## src/rtl/acc_alu_pkg.sv

```systemverilog
// Shared encodings for the accumulator ALU: command, opcode and FSM state codes,
// plus the two's-complement overflow helper used by the add/subtract path.
package acc_alu_pkg;

  typedef enum logic [1:0] {
    CMD_NOP     = 2'b00,
    CMD_LOAD    = 2'b01,
    CMD_PERSIST = 2'b10,
    CMD_CLEAR   = 2'b11
  } cmd_e;

  typedef enum logic [2:0] {
    OP_ADD = 3'b000,
    OP_SUB = 3'b001,
    OP_AND = 3'b010,
    OP_OR  = 3'b011,
    OP_XOR = 3'b100,
    OP_SHL = 3'b101,
    OP_SHR = 3'b110,
    OP_MUL = 3'b111
  } op_e;

  typedef enum logic [1:0] {
    ST_IDLE = 2'b00,
    ST_EXEC = 2'b01,
    ST_MUL  = 2'b10,
    ST_DONE = 2'b11
  } state_e;

  // Signed overflow from operand and result sign bits; subtraction flips the B-sign test.
  function automatic logic twos_ovf(input logic is_sub, input logic a_msb,
                                    input logic b_msb, input logic r_msb);
    logic ovf;
    if (is_sub) begin
      ovf = (a_msb != b_msb) && (r_msb != a_msb);
    end else begin
      ovf = (a_msb == b_msb) && (r_msb != a_msb);
    end
    return ovf;
  endfunction

endpackage

```

## src/rtl/acc_alu_mul.sv

```systemverilog
// Iterative shift-add multiplier: the start edge consumes multiplier bit 0, then one
// bit per cycle, so o_done is high in the WIDTH-th busy cycle with the full product.
module acc_alu_mul #(
  parameter int WIDTH = 8
) (
  input  logic               clk,
  input  logic               rst_n,
  input  logic               i_start,
  input  logic [WIDTH-1:0]   i_a,
  input  logic [WIDTH-1:0]   i_b,
  output logic               o_busy,
  output logic               o_done,
  output logic [2*WIDTH-1:0] o_product
);

  localparam int CW = $clog2(WIDTH);

  logic [2*WIDTH-1:0] r_p;
  logic [2*WIDTH-1:0] r_m;
  logic [WIDTH-1:0]   r_q;
  logic [CW-1:0]      r_cnt;
  logic               r_busy;

  // Shift-add iteration registers; reset also aborts a multiply in flight.
  always_ff @(posedge clk or negedge rst_n) begin
    if (!rst_n) begin
      r_p    <= '0;
      r_m    <= '0;
      r_q    <= '0;
      r_cnt  <= '0;
      r_busy <= 1'b0;
    end else if (i_start) begin
      r_p    <= i_b[0] ? {{WIDTH{1'b0}}, i_a} : {(2*WIDTH){1'b0}};
      r_m    <= {{(WIDTH-1){1'b0}}, i_a, 1'b0};
      r_q    <= {1'b0, i_b[WIDTH-1:1]};
      r_cnt  <= CW'(WIDTH-1);
      r_busy <= 1'b1;
    end else if (r_busy) begin
      if (r_cnt != '0) begin
        r_p   <= r_p + (r_q[0] ? r_m : {(2*WIDTH){1'b0}});
        r_m   <= r_m << 1;
        r_q   <= r_q >> 1;
        r_cnt <= r_cnt - CW'(1);
      end else begin
        r_busy <= 1'b0;
      end
    end
  end

  assign o_busy    = r_busy;
  assign o_done    = r_busy && (r_cnt == '0);
  assign o_product = r_p;

endmodule

```

## src/rtl/acc_alu.sv

```systemverilog
// Accumulator ALU with a valid/ready command port; single-cycle ops go through EXEC,
// multiplies through the iterative sub-module, and results are held in DONE.
module acc_alu
  import acc_alu_pkg::*;
#(
  parameter int WIDTH = 8,
  parameter int SHW   = $clog2(WIDTH)
) (
  input  logic             clk,
  input  logic             rst_n,
  input  logic             in_valid,
  output logic             in_ready,
  input  logic [1:0]       cmd,
  input  logic [2:0]       op,
  input  logic [WIDTH-1:0] num1,
  input  logic [WIDTH-1:0] num2,
  output logic [WIDTH-1:0] out,
  output logic             carry,
  output logic             zero,
  output logic             overflow,
  output logic             out_valid,
  output logic [1:0]       curr_state,
  output logic [1:0]       next_state
);

  state_e             r_state;
  state_e             w_next;
  cmd_e               w_cmd;
  op_e                w_op;
  op_e                r_op;
  logic [WIDTH-1:0]   r_a;
  logic [WIDTH-1:0]   r_b;
  logic [WIDTH-1:0]   r_acc;
  logic               r_carry;
  logic               r_zero;
  logic               r_ovf;
  logic               r_out_valid;

  logic               w_accept;
  logic               w_go;
  logic               w_mul_start;
  logic               w_mul_busy;
  logic               w_mul_done;
  logic               w_update;
  logic [WIDTH-1:0]   w_opa;
  logic [2*WIDTH-1:0] w_prod;
  logic [SHW-1:0]     w_sh;
  logic [WIDTH:0]     w_shl;
  logic [WIDTH:0]     w_shr;
  logic [WIDTH-1:0]   w_res;
  logic               w_c;
  logic               w_v;

  assign w_cmd       = cmd_e'(cmd);
  assign w_op        = op_e'(op);
  assign in_ready    = (r_state == ST_IDLE) || (r_state == ST_DONE);
  assign w_accept    = in_valid && in_ready;
  assign w_go        = w_accept && ((w_cmd == CMD_LOAD) || (w_cmd == CMD_PERSIST));
  assign w_mul_start = w_go && (w_op == OP_MUL);
  // IDLE is only reachable through reset or CLEAR, so PERSIST there starts from zero.
  assign w_opa       = (w_cmd == CMD_LOAD) ? num1 :
                       ((r_state == ST_IDLE) ? {WIDTH{1'b0}} : r_acc);
  assign w_update    = (r_state == ST_EXEC) || ((r_state == ST_MUL) && w_mul_done);

  acc_alu_mul #(.WIDTH(WIDTH)) u_mul (
    .clk       (clk),
    .rst_n     (rst_n),
    .i_start   (w_mul_start),
    .i_a       (w_opa),
    .i_b       (num2),
    .o_busy    (w_mul_busy),
    .o_done    (w_mul_done),
    .o_product (w_prod)
  );

  // Next-state decode; a MUL state with no multiply running falls back to IDLE.
  always_comb begin
    w_next = r_state;
    case (r_state)
      ST_IDLE, ST_DONE: begin
        if (w_accept) begin
          case (w_cmd)
            CMD_LOAD, CMD_PERSIST: w_next = (w_op == OP_MUL) ? ST_MUL : ST_EXEC;
            CMD_CLEAR:             w_next = ST_IDLE;
            default:               w_next = r_state;
          endcase
        end else begin
          w_next = r_state;
        end
      end
      ST_EXEC: w_next = ST_DONE;
      ST_MUL: begin
        if (w_mul_done) begin
          w_next = ST_DONE;
        end else if (w_mul_busy) begin
          w_next = ST_MUL;
        end else begin
          w_next = ST_IDLE;
        end
      end
      default: w_next = ST_IDLE;
    endcase
  end

  // Result and flag generation from the operands captured at accept.
  always_comb begin
    w_res = {WIDTH{1'b0}};
    w_c   = 1'b0;
    w_v   = 1'b0;
    w_sh  = r_b[SHW-1:0];
    w_shl = {1'b0, r_a} << w_sh;
    w_shr = {r_a, 1'b0} >> w_sh;
    case (r_op)
      OP_ADD: begin
        {w_c, w_res} = {1'b0, r_a} + {1'b0, r_b};
        w_v = twos_ovf(1'b0, r_a[WIDTH-1], r_b[WIDTH-1], w_res[WIDTH-1]);
      end
      OP_SUB: begin
        w_res = r_a - r_b;
        w_c   = (r_a < r_b);
        w_v   = twos_ovf(1'b1, r_a[WIDTH-1], r_b[WIDTH-1], w_res[WIDTH-1]);
      end
      OP_AND: w_res = r_a & r_b;
      OP_OR:  w_res = r_a | r_b;
      OP_XOR: w_res = r_a ^ r_b;
      // The extra bit beside the operand catches the last bit shifted out.
      OP_SHL: begin
        w_res = w_shl[WIDTH-1:0];
        w_c   = w_shl[WIDTH];
      end
      OP_SHR: begin
        w_res = w_shr[WIDTH:1];
        w_c   = w_shr[0];
      end
      OP_MUL: begin
        w_res = w_prod[WIDTH-1:0];
        w_c   = |w_prod[2*WIDTH-1:WIDTH];
      end
      default: begin
        w_res = {WIDTH{1'b0}};
        w_c   = 1'b0;
        w_v   = 1'b0;
      end
    endcase
  end

  // State, captured operands, accumulator and flags.
  always_ff @(posedge clk or negedge rst_n) begin
    if (!rst_n) begin
      r_state     <= ST_IDLE;
      r_op        <= OP_ADD;
      r_a         <= '0;
      r_b         <= '0;
      r_acc       <= '0;
      r_carry     <= 1'b0;
      r_zero      <= 1'b0;
      r_ovf       <= 1'b0;
      r_out_valid <= 1'b0;
    end else begin
      r_state     <= w_next;
      r_out_valid <= 1'b0;
      if (w_go) begin
        r_a  <= w_opa;
        r_b  <= num2;
        r_op <= w_op;
      end
      if (w_update) begin
        r_acc       <= w_res;
        r_carry     <= w_c;
        r_zero      <= (w_res == '0);
        r_ovf       <= w_v;
        r_out_valid <= 1'b1;
      end else if (w_accept && (w_cmd == CMD_CLEAR)) begin
        r_acc   <= '0;
        r_carry <= 1'b0;
        r_zero  <= 1'b0;
        r_ovf   <= 1'b0;
      end
    end
  end

  assign out        = r_acc;
  assign carry      = r_carry;
  assign zero       = r_zero;
  assign overflow   = r_ovf;
  assign out_valid  = r_out_valid;
  assign curr_state = r_state;
  assign next_state = w_next;

endmodule

```

## config.mk

```make
export PLATFORM = sky130hd
export DESIGN_NAME = acc_alu
export DESIGN_NICKNAME = d
export VERILOG_FILES = /design/src/rtl/acc_alu_pkg.sv /design/src/rtl/acc_alu_mul.sv /design/src/rtl/acc_alu.sv
export SDC_FILE = /design/constraint.sdc
export NUM_CORES = 1
export LEC_CHECK = 0
export CAP_MARGIN = 20
export CELL_PAD_IN_SITES_DETAIL_PLACEMENT = 0
export CELL_PAD_IN_SITES_GLOBAL_PLACEMENT = 2
export CORE_UTILIZATION = 38
export CTS_CLUSTER_DIAMETER = 200
export DETAILED_ROUTE_END_ITERATION = 8
export PLACE_DENSITY = 0.86
export RECOVER_POWER = 100
export SLEW_MARGIN = 20
export SYNTH_ARGS = -nofsm -noshare
export SYNTH_HDL_FRONTEND = slang
export SYNTH_HIERARCHICAL = 1
export SYNTH_SLANG_ARGS = --single-unit
```

## constraint.sdc

```tcl
create_clock -name clk -period 3.1 [get_ports clk]
set_input_delay 0.62 -clock clk [delete_from_list [all_inputs] [get_ports clk]]
set_output_delay 0.62 -clock clk [all_outputs]
set_load 0.1 [all_outputs]
```

-- After elaboration in Yosys (flattened, before gate mapping)
Index checks and enable logic that the tools add are counted.
- output and inout port bits: 17
- register bits after elaboration: 77
- input bits: 24
- word-level logic and storage cells: 100
- $lt $le $gt $ge: 1
- $add $sub $neg: 4
- bitwise operators: 3
- shift operators: 2
- equal/unequal tests: 18
- reductions and logical operators: 23
- muxes and demuxes: 35
- operators with widths (cell ; number):
    2-to-1 mux 16 bit ; 7
    2-to-1 mux 8 bit ; 8
    one-hot mux 8 bit (8 select lines) ; 1
    adder 16 bit ; 1
    equality test 3 bit (second input constant) ; 5
    adder 8 x 8 -> 9 bit ; 1
    2-to-1 mux 3 bit ; 3
    << shifter 8 x 3 -> 9 bit ; 1
    >> shifter 9 x 3 -> 9 bit ; 1
    AND 8 bit ; 1
    equality test 2 bit (second input constant) ; 4
    logical AND 1 bit ; 8
    zero test 8 bit ; 1
    less-than comparator 8 bit ; 1
    2-to-1 mux 1 bit ; 8
    2-to-1 mux 2 bit ; 4
    OR 8 bit ; 1
    OR reduction 8 bit ; 1
    subtractor 8 bit ; 1
    XOR 8 bit ; 1
    equality test 3 x 2 -> 1 bit (second input constant) ; 2
    zero test 3 bit ; 2
    one-hot mux 2 bit (3 select lines) ; 1
    nonzero test 2 bit ; 3
    other kinds (13) ; 19

-- Logic depth before layout (Yosys ltp)
Gate-level depths: netlist (run 1).
- depth in word-level cells: 7
- mapped depth: 11
- gate-level depth less buffers: 10

-- Modules after synthesis
Netlist (run 1), hierarchy kept.
- modules (own cells, without submodules) (module ; instances ; cells each ; area each (um^2) ; seq. area each (um^2)):
    acc_alu ; 1 ; 374 ; 3289.4 ; 825.8
    acc_alu_mul ; 1 ; 285 ; 2593.7 ; 1051.0

-- Worst setup path before layout (run 1)
Ideal clock, no wire load.
- path type: register to output
- from: reg r_state[0], in the netlist curr_state[0]
- to: out next_state[1]
- path slack: -0.958 ns
- arrival time: 3.438 ns
- buffers on the path: 0
- stages on the path, launching flop included: 8
- required time: 2.480 ns
- cell sequence: dfrtp_1 > inv_1 > ha_1 > nor2b_1 > nand2_1 > nor3_1 > a211oi_1 > a21oi_1
- word-level cells in the longest chain between the ends: 5
- elaborated cells between the ends (all ways): 9
- classes of those cells: eq/ne (3); mux (2); reduce/logical (4)
- ends and longest elaborated chain (item ; line ; RTL):
    start, declared ; acc_alu.sv:26 ; state_e r_state;
    start signal, assigned ; acc_alu.sv:160 ; r_state <= w_next;
    equality test 2 bit / zero test 2 bit (equally long branches) ; acc_alu.sv:56, acc_alu.sv:79 ;
    logical OR 1 bit ; acc_alu.sv:56 ; assign in_ready = (r_state == ST_IDLE) || (r_state == ST_DONE);
    logical AND 1 bit ; acc_alu.sv:57 ; assign w_accept = in_valid && in_ready;
    2-to-1 mux 2 bit ; acc_alu.sv:81 ; if (w_accept) begin
    one-hot mux 2 bit (3 select lines) * ; acc_alu.sv:79 ; case (r_state)
    end, declared ; acc_alu.sv:23 ; output logic [1:0] next_state
Mark *: on every way between the ends. The rest lies on a longest branch, timed or not.

-- Worst setup path after layout (run 1)
- from: reg r_a[0]
- to: reg r_zero, in the netlist zero
- word-level cells in the longest chain between the ends: 4
- elaborated cells between the ends (all ways): 10
- classes of those cells: add/sub (2); shift (2); mux (2); bitwise (3); reduce/logical (1)
- ends and longest elaborated chain (item ; line ; RTL):
    start, declared ; acc_alu.sv:31 ; logic [WIDTH-1:0] r_a;
    start signal, assigned ; acc_alu.sv:163 ; r_a <= w_opa;
    subtractor 8 bit (tied with other cells) ; acc_alu.sv:119 ; w_res = r_a - r_b;
    one-hot mux 8 bit (8 select lines) * ; acc_alu.sv:113 ; case (r_op)
    zero test 8 bit * ; acc_alu.sv:170 ; r_zero <= (w_res == '0);
    2-to-1 mux 1 bit * ; acc_alu.sv:167 ; if (w_update) begin
    end signal, assigned ; acc_alu.sv:170 ;
    end, declared ; acc_alu.sv:35 ; logic r_zero;
Marks and branches as above.
A chain may end at the register's enable or synchronous reset.

==> impl_results.md, run 1 <==
* Commonest non-fill, non-tap cell in the layout: dfrtp_1
* Vias in the first global route at 4997
* CTS HTree Levels at 3
* Hold Crit Depth at 2
* Largest net degree at the start of global routing at 76
* Via count at 5160
* Total Wirelength at 17.2 mm
* Crit path DAT at 3.16 ns
* Sequential share of the synthesized area at 31.9%
* Port-buffer cells at 40
* Synth area leaders: dfrtp_1 (32%), ha_1 (10%), mux2i_1 (5.1%)
* Post-cts sizing count at 0
* Terminus of the critical flop-to-flop path: zero
* Post-Syn Nets at 733
* Vias per std cell at 5.83
* LEAKAGE at 3.04 nW
* Critical path required time at 3.32 ns
* Fin nets at 766
* Initial core utilization at 38.8%
* Critical path launch point type: flop
* Root buf cell: clkbuf_16
* Share of cells above drive strength 1 at 12.3%
* Final Hold Fails at 0
* Critical Path End Type: flop
* Post-DP HPWL at 13.1 mm
* I/O pin cnt at 41
* Fraction of registers with async set/reset at 100%
* Failing checks: capacitance limit, slew limit
* Tmin final at 2.94 ns
* Core area at 0.0151 sq mm
* Status: complete, but fails checks
* Cells after Synth at 659
* Worst hold path type: flop to flop
* Total power at 8.15 mW
* Clock Path Buffers at 2
* Commonest cells after routing, fill and taps aside: dfrtp_1 (75), nand2_1 (71), ha_1 (47)
* Drt first-iter violations at 412
* CP startpoint: r_a[0]
* Netlist Area Pre-Place at 0.00588 sq mm
* Worst-Skew Late Latency at 0.34 ns
* Max Cap Viol at 1
* Synth warnings at 6
* Setup Fix Bufs, Post-CTS at 0
* Hold endpoint: carry
* TritonCTS buffer count at 9
* Pre-CTS WS at 0.289 ns
* Max-slew violation count at 76
* R2r worst-path depth at 9
* Clock tree sinks at 75
* Final worst path period share at 94.9%
* EDFF count, synth at 0
* Post-route DRC at 0
* Critical R2R Launch: r_a[0]
* Area Overhead vs Synth at 13.9%
* Row Count at 45
* Slew margin rel. at -27.0%
* RSZ-0062 raised after global routing: no
* Netlist cell types at 75
* R2R setup slack at 0.16 ns
* Post-route ant nets at 0
* Setup Crit Path Kind: flop to flop
* Final worst setup slack at 0.157 ns
* CTS clk-pin slew, worst paths at 0.07 ns
* Fmax at 340 MHz
* Power density cells at 1220 mW/mm^2
* Fill count at 1504
* Critical path fanouts, max at 6
* Endpoints failing setup at 0
* Die Area at 0.0160 sq mm
* DR WL/cell at 19.5 um
* # diodes at 0
* TritonRoute pass-1 iters at 5
* Total GRT Usage at 22.5%
* CTS tree: yes
* Die height at 126 um
* Antenna violations before repair at 0
* #FFs+latches synth at 75
* Top-area cell type share of the netlist area at 31.9%
* Worst Max-Slew Pin Slew at 1.90 ns
* Clock skew at 0.00731 ns
* GR Overflow Total at 0
* Synth Area per Inst at 8.93 sq um
* Worst vdd ir at 1.69 mV
* Top FF cell, synth: dfrtp_1
* Cts hold-fix bufs at 0
* Hold path startpoint: carry
* Area leader, netlist: dfrtp_1
* First-pass GRT wire length at 27.8 mm
* Die Width at 126 um
* Final Wtd Congestion at 0.920
routing by layer:
metal,GRT usage [%],up-vias,part of all wire [%]
met4,7.65,0,2.1
met5,0,-,0
met1,32.0,2542,48
li1,-,2445,-
met2,35.1,152,45
met3,3.29,21,5.0
cells by family (layout without fill, tap and decap cells):
family	count (synthesis)	after routing	share of synthesized area [%]
XOR/XNOR	16	16	2.38
buffers and inverters	76	114	5.95
flip-flops	75	75	31.9
AO/OA/AOI/OAI	186	186	21.9
adder cells (fa/ha/maj)	50	50	11.0
AND/OR/NAND/NOR	204	204	16.9
multiplexers	52	52	9.89
area by class of cell:
cell class	instances	area, sq um	area share (%)
timing repair buffer	59	459	6.85
multi-input combinational	508	3650	54.4
sequential	75	1880	28.0
clock inverter	7	110	1.64
tap	188	235	3.51
inverter	39	146	2.18
clock buffer	9	225	3.36
worst max path at each step:
stage / cells past startpoint / to / slack (ns)
2_1_floorplan: 7 / next_state[1] / -0.35
3_3_place_gp: 8 / next_state[0] / 0.32
3_5_place_dp: 8 / next_state[1] / 0.29
4_1_cts: 8 / next_state[1] / 0.27
5_1_grt: 9 / zero / 0.05
6_report: 9 / zero / 0.16
critical path: stages (launching register included):
cell and delay, ns:
dfrtp_1 0.43, inv_1 0.09, ha_1 0.25, fa_1 0.44, or2_1 0.25, a221oi_2 0.31, nor3_1 0.09, o32ai_1 0.51
nand3_1 0.15, o41ai_1 0.31
cells in the mapped netlist, types with 5 or more instances:
master	number
and2_1	21
nor2b_1	7
mux2_2	19
nand3_1	23
o22ai_1	11
a21oi_1	41
xor2_1	5
buf_2	12
a22o_1	15
o31ai_1	5
o21ai_0	40
nand2_1	71
dfrtp_1	75
ha_1	47
a21o_1	9
nand2b_1	8
and3_1	6
inv_1	37
mux2i_1	30
xnor2_1	11
clkbuf_1	13
a22oi_1	11
nor2_1	38
nor3_1	8
a211oi_1	5
registers in the layout (all words and copies together), names as in the netlist, 2 cells and up:
| register | cells |
|---|---|
| r_a | 8 |
| u_mul/o_product | 16 |
| out | 8 |
| r_op | 3 |
| u_mul/r_q | 7 |
| u_mul/r_cnt | 3 |
| r_b | 8 |
| u_mul/r_m | 15 |
| curr_state | 2 |
per-stage QoR:
stage          area [sq um]  TNS [ns]  std cells  util (%)  hold slack (ns)
6_report               6700         0        885      44.2            0.497
5_1_grt                6700         0        885      44.2            0.528
4_1_cts                6800         0        885      44.9            0.484
3_5_place_dp           6460         0        869      42.7            0.484
3_3_place_gp           6460         0        869      42.7            0.474
2_1_floorplan          5890    -0.353        659         -            0.324
power breakdown:
part	leakage (nW)	switching (mW)	internal [mW]
registers	0.973	0.525	1.37
logic	1.90	3.28	1.79
clock network	0.159	0.463	0.719
Power figures use the tool's default switching activity.
==> inputs of run 2 (changes only) <==
==> constraint.sdc (replaced) <==
create_clock -name clk -period 3.1 [get_ports clk]
set_input_delay 0.62 -clock clk [delete_from_list [all_inputs] [get_ports clk]]
set_output_delay 0.62 -clock clk [all_outputs]
set_load 0.01 [all_outputs]
==> impl_results.md, run 2 (synthesis results as in run 1) <==
* Initial core utilization at 38.8%
* RSZ-0062 raised after global routing: no
* Endpoints failing setup at 0
* Status: complete, but fails checks
* Worst Max-Slew Pin Slew at 1.70 ns
* Final Wtd Congestion at 0.872
* CTS tree: yes
* Worst-Skew Late Latency at 0.34 ns
* Failing checks: capacitance limit, slew limit
* Post-route core utilization at 44.7%
* TritonCTS buffer count at 9
* Tmin final at 2.94 ns
* Row Count at 45
* Max-slew violation count at 29
* CTS HTree Levels at 3
* Share of cells above drive strength 1 at 11.9%
* Slowest cell on crit path: dfrtp_1
* Power Internal at 3.77 mW
* Critical Path Stages at 8
* Critical Path End Type: flop
* Power density cells at 1060 mW/mm^2
* Critical path fanouts, max at 22
* Vias per std cell at 5.72
* Net Sw Power at 3.42 mW
* Worst vdd ir at 0.599 mV
* Vias in the first global route at 5079
* Clock tree sinks at 75
* CP max stage delay at 0.89 ns
* Area Overhead vs Synth at 15.1%
* Die Area at 0.0160 sq mm
* CP startpoint: r_op[1]
* Worst hold path type: flop to flop
* Clk network pwr share at 14.1%
* Combinational fraction of design power at 59.6%
* Root buf cell: clkbuf_16
* Terminus of the critical flop-to-flop path: zero
* Setup Crit Path Kind: flop to flop
* CTS clk-pin slew, worst paths at 0.06 ns
* Clock skew at 0.00523 ns
* CP top delay family: flip-flops
* Slew margin rel. at -13.0%
* R2R setup slack at 0.16 ns
* Final Hold Fails at 0
* R2r worst-path depth at 8
* Antenna violations before repair at 0
* Crit-path cells: nand2_1 -> nor3_1 -> clkbuf_1 -> a22oi_1 -> a311oi_1 -> o22ai_1 -> nand3_1 -> o41ai_2
* Post-DP HPWL at 13.3 mm
* Fmax at 341 MHz
* Critical R2R Launch: r_op[1]
* Port-buffer cells at 40
* Clock Path Buffers at 2
* Via count at 5078
* Die height at 126 um
* Core area at 0.0151 sq mm
* Fill count at 1494
* TritonRoute pass-1 iters at 5
* Crit path DAT at 3.13 ns
* Total GRT Usage at 22.9%
* Fin nets at 768
* Drt first-iter violations at 345
* DR WL/cell at 19.7 um
* Total Wirelength at 17.5 mm
* Post-route ant nets at 0
* Max Cap Viol at 1
* Commonest non-fill, non-tap cell in the layout: dfrtp_1
* Max reg flops at 16
* CP endpoint: zero
* CP bufs+invs at 1
* # diodes at 0
* GR Overflow Total at 0
* Critical path launch point type: flop
* Hold path startpoint: zero
* Largest net degree at the start of global routing at 76
* I/O pin cnt at 41
* Die Width at 126 um
* Final worst setup slack at 0.164 ns
* LEAKAGE at 3.10 nW
* First-pass GRT wire length at 28.2 mm
* Post-route DRC at 0
* Commonest cells after routing, fill and taps aside: dfrtp_1 (75), nand2_1 (71), ha_1 (47)
* Sw Share at 47.6%
* Seq pwr share at 26.4%
* Critical path required time at 3.30 ns
* Final worst path period share at 94.7%
* Pre-CTS WS at -0.0176 ns
==> run 2: changes by cell type in the layout (fill, tap and decap cells not counted), moves of 2 or more <==
cell	previous run	this run
dlygate4sd2_1	0	2
clkbuf_1	15	2
bufinv_16	2	0
clkbuf_2	3	1
and2_0	0	3
and2_1	21	18
dlygate4sd3_1	0	15
==> run 2: worst min path at each step <==
stage,end,slack [ns],cells after the start
3_5_place_dp,zero,0.48,2
3_3_place_gp,zero,0.47,2
6_report,zero,0.48,2
4_1_cts,out[7],0.48,1
2_1_floorplan,carry,0.32,0
5_1_grt,zero,0.51,2
==> run 2: worst reg2reg max path, cell delays in order (launching register included) <==
cell and delay [ns]:
dfrtp_1 0.89, nand2_1 0.21, nor3_1 0.25, clkbuf_1 0.42, a22oi_1 0.23, a311oi_1 0.33, o22ai_1 0.20, nand3_1 0.18
o41ai_2 0.07
==> run 2: metal layers <==
metal  share of wire, %  wire, um  vias up  GRT usage, %
met5                  0         0        -             0
met4                1.0       180        0          5.17
met3                4.8       837       14          3.63
met2                 45      7870      132          35.8
met1                 49      8580     2487          33.2
li1                   -         -     2445             -
==> run 2: metrics by stage <==
stage	power (mW)	setup TNS, ns	area, sq um	hold WS [ns]	cells
2_1_floorplan	4.82	0	5880	0.324	659
3_3_place_gp	6.15	0	6480	0.466	870
3_5_place_dp	6.22	-0.0280	6480	0.484	870
4_1_cts	7.25	0	6770	0.483	886
5_1_grt	7.77	0	6770	0.510	887
6_report	7.19	0	6770	0.484	887
==> run 2: final cells by class <==
| class | count | area, sq um | area share [%] |
|---|---|---|---|
| multi-input combinational | 508 | 3650 | 53.9 |
| sequential | 75 | 1880 | 27.7 |
| timing repair buffer | 61 | 576 | 8.50 |
| clock buffer | 10 | 239 | 3.53 |
| tap | 188 | 235 | 3.47 |
| inverter | 39 | 146 | 2.16 |
| clock inverter | 6 | 48.8 | 0.721 |
==> run 2: power groups by stage <==
stage	Clock (mW)	Combinational, mW	Sequential, mW
2_1_floorplan	0	3.11	1.71
3_3_place_gp	0	4.26	1.89
3_5_place_dp	0	4.31	1.91
4_1_cts	1.03	4.32	1.89
5_1_grt	1.08	4.75	1.95
6_report	1.01	4.28	1.90
==> run 2: what timing repair did <==
item	in CTS	in global routing
hold buffers	0	0
endpoints found under the setup margin	2	0
resized for setup	3	0
endpoints found under the hold margin	0	0
setup buffers	0	0
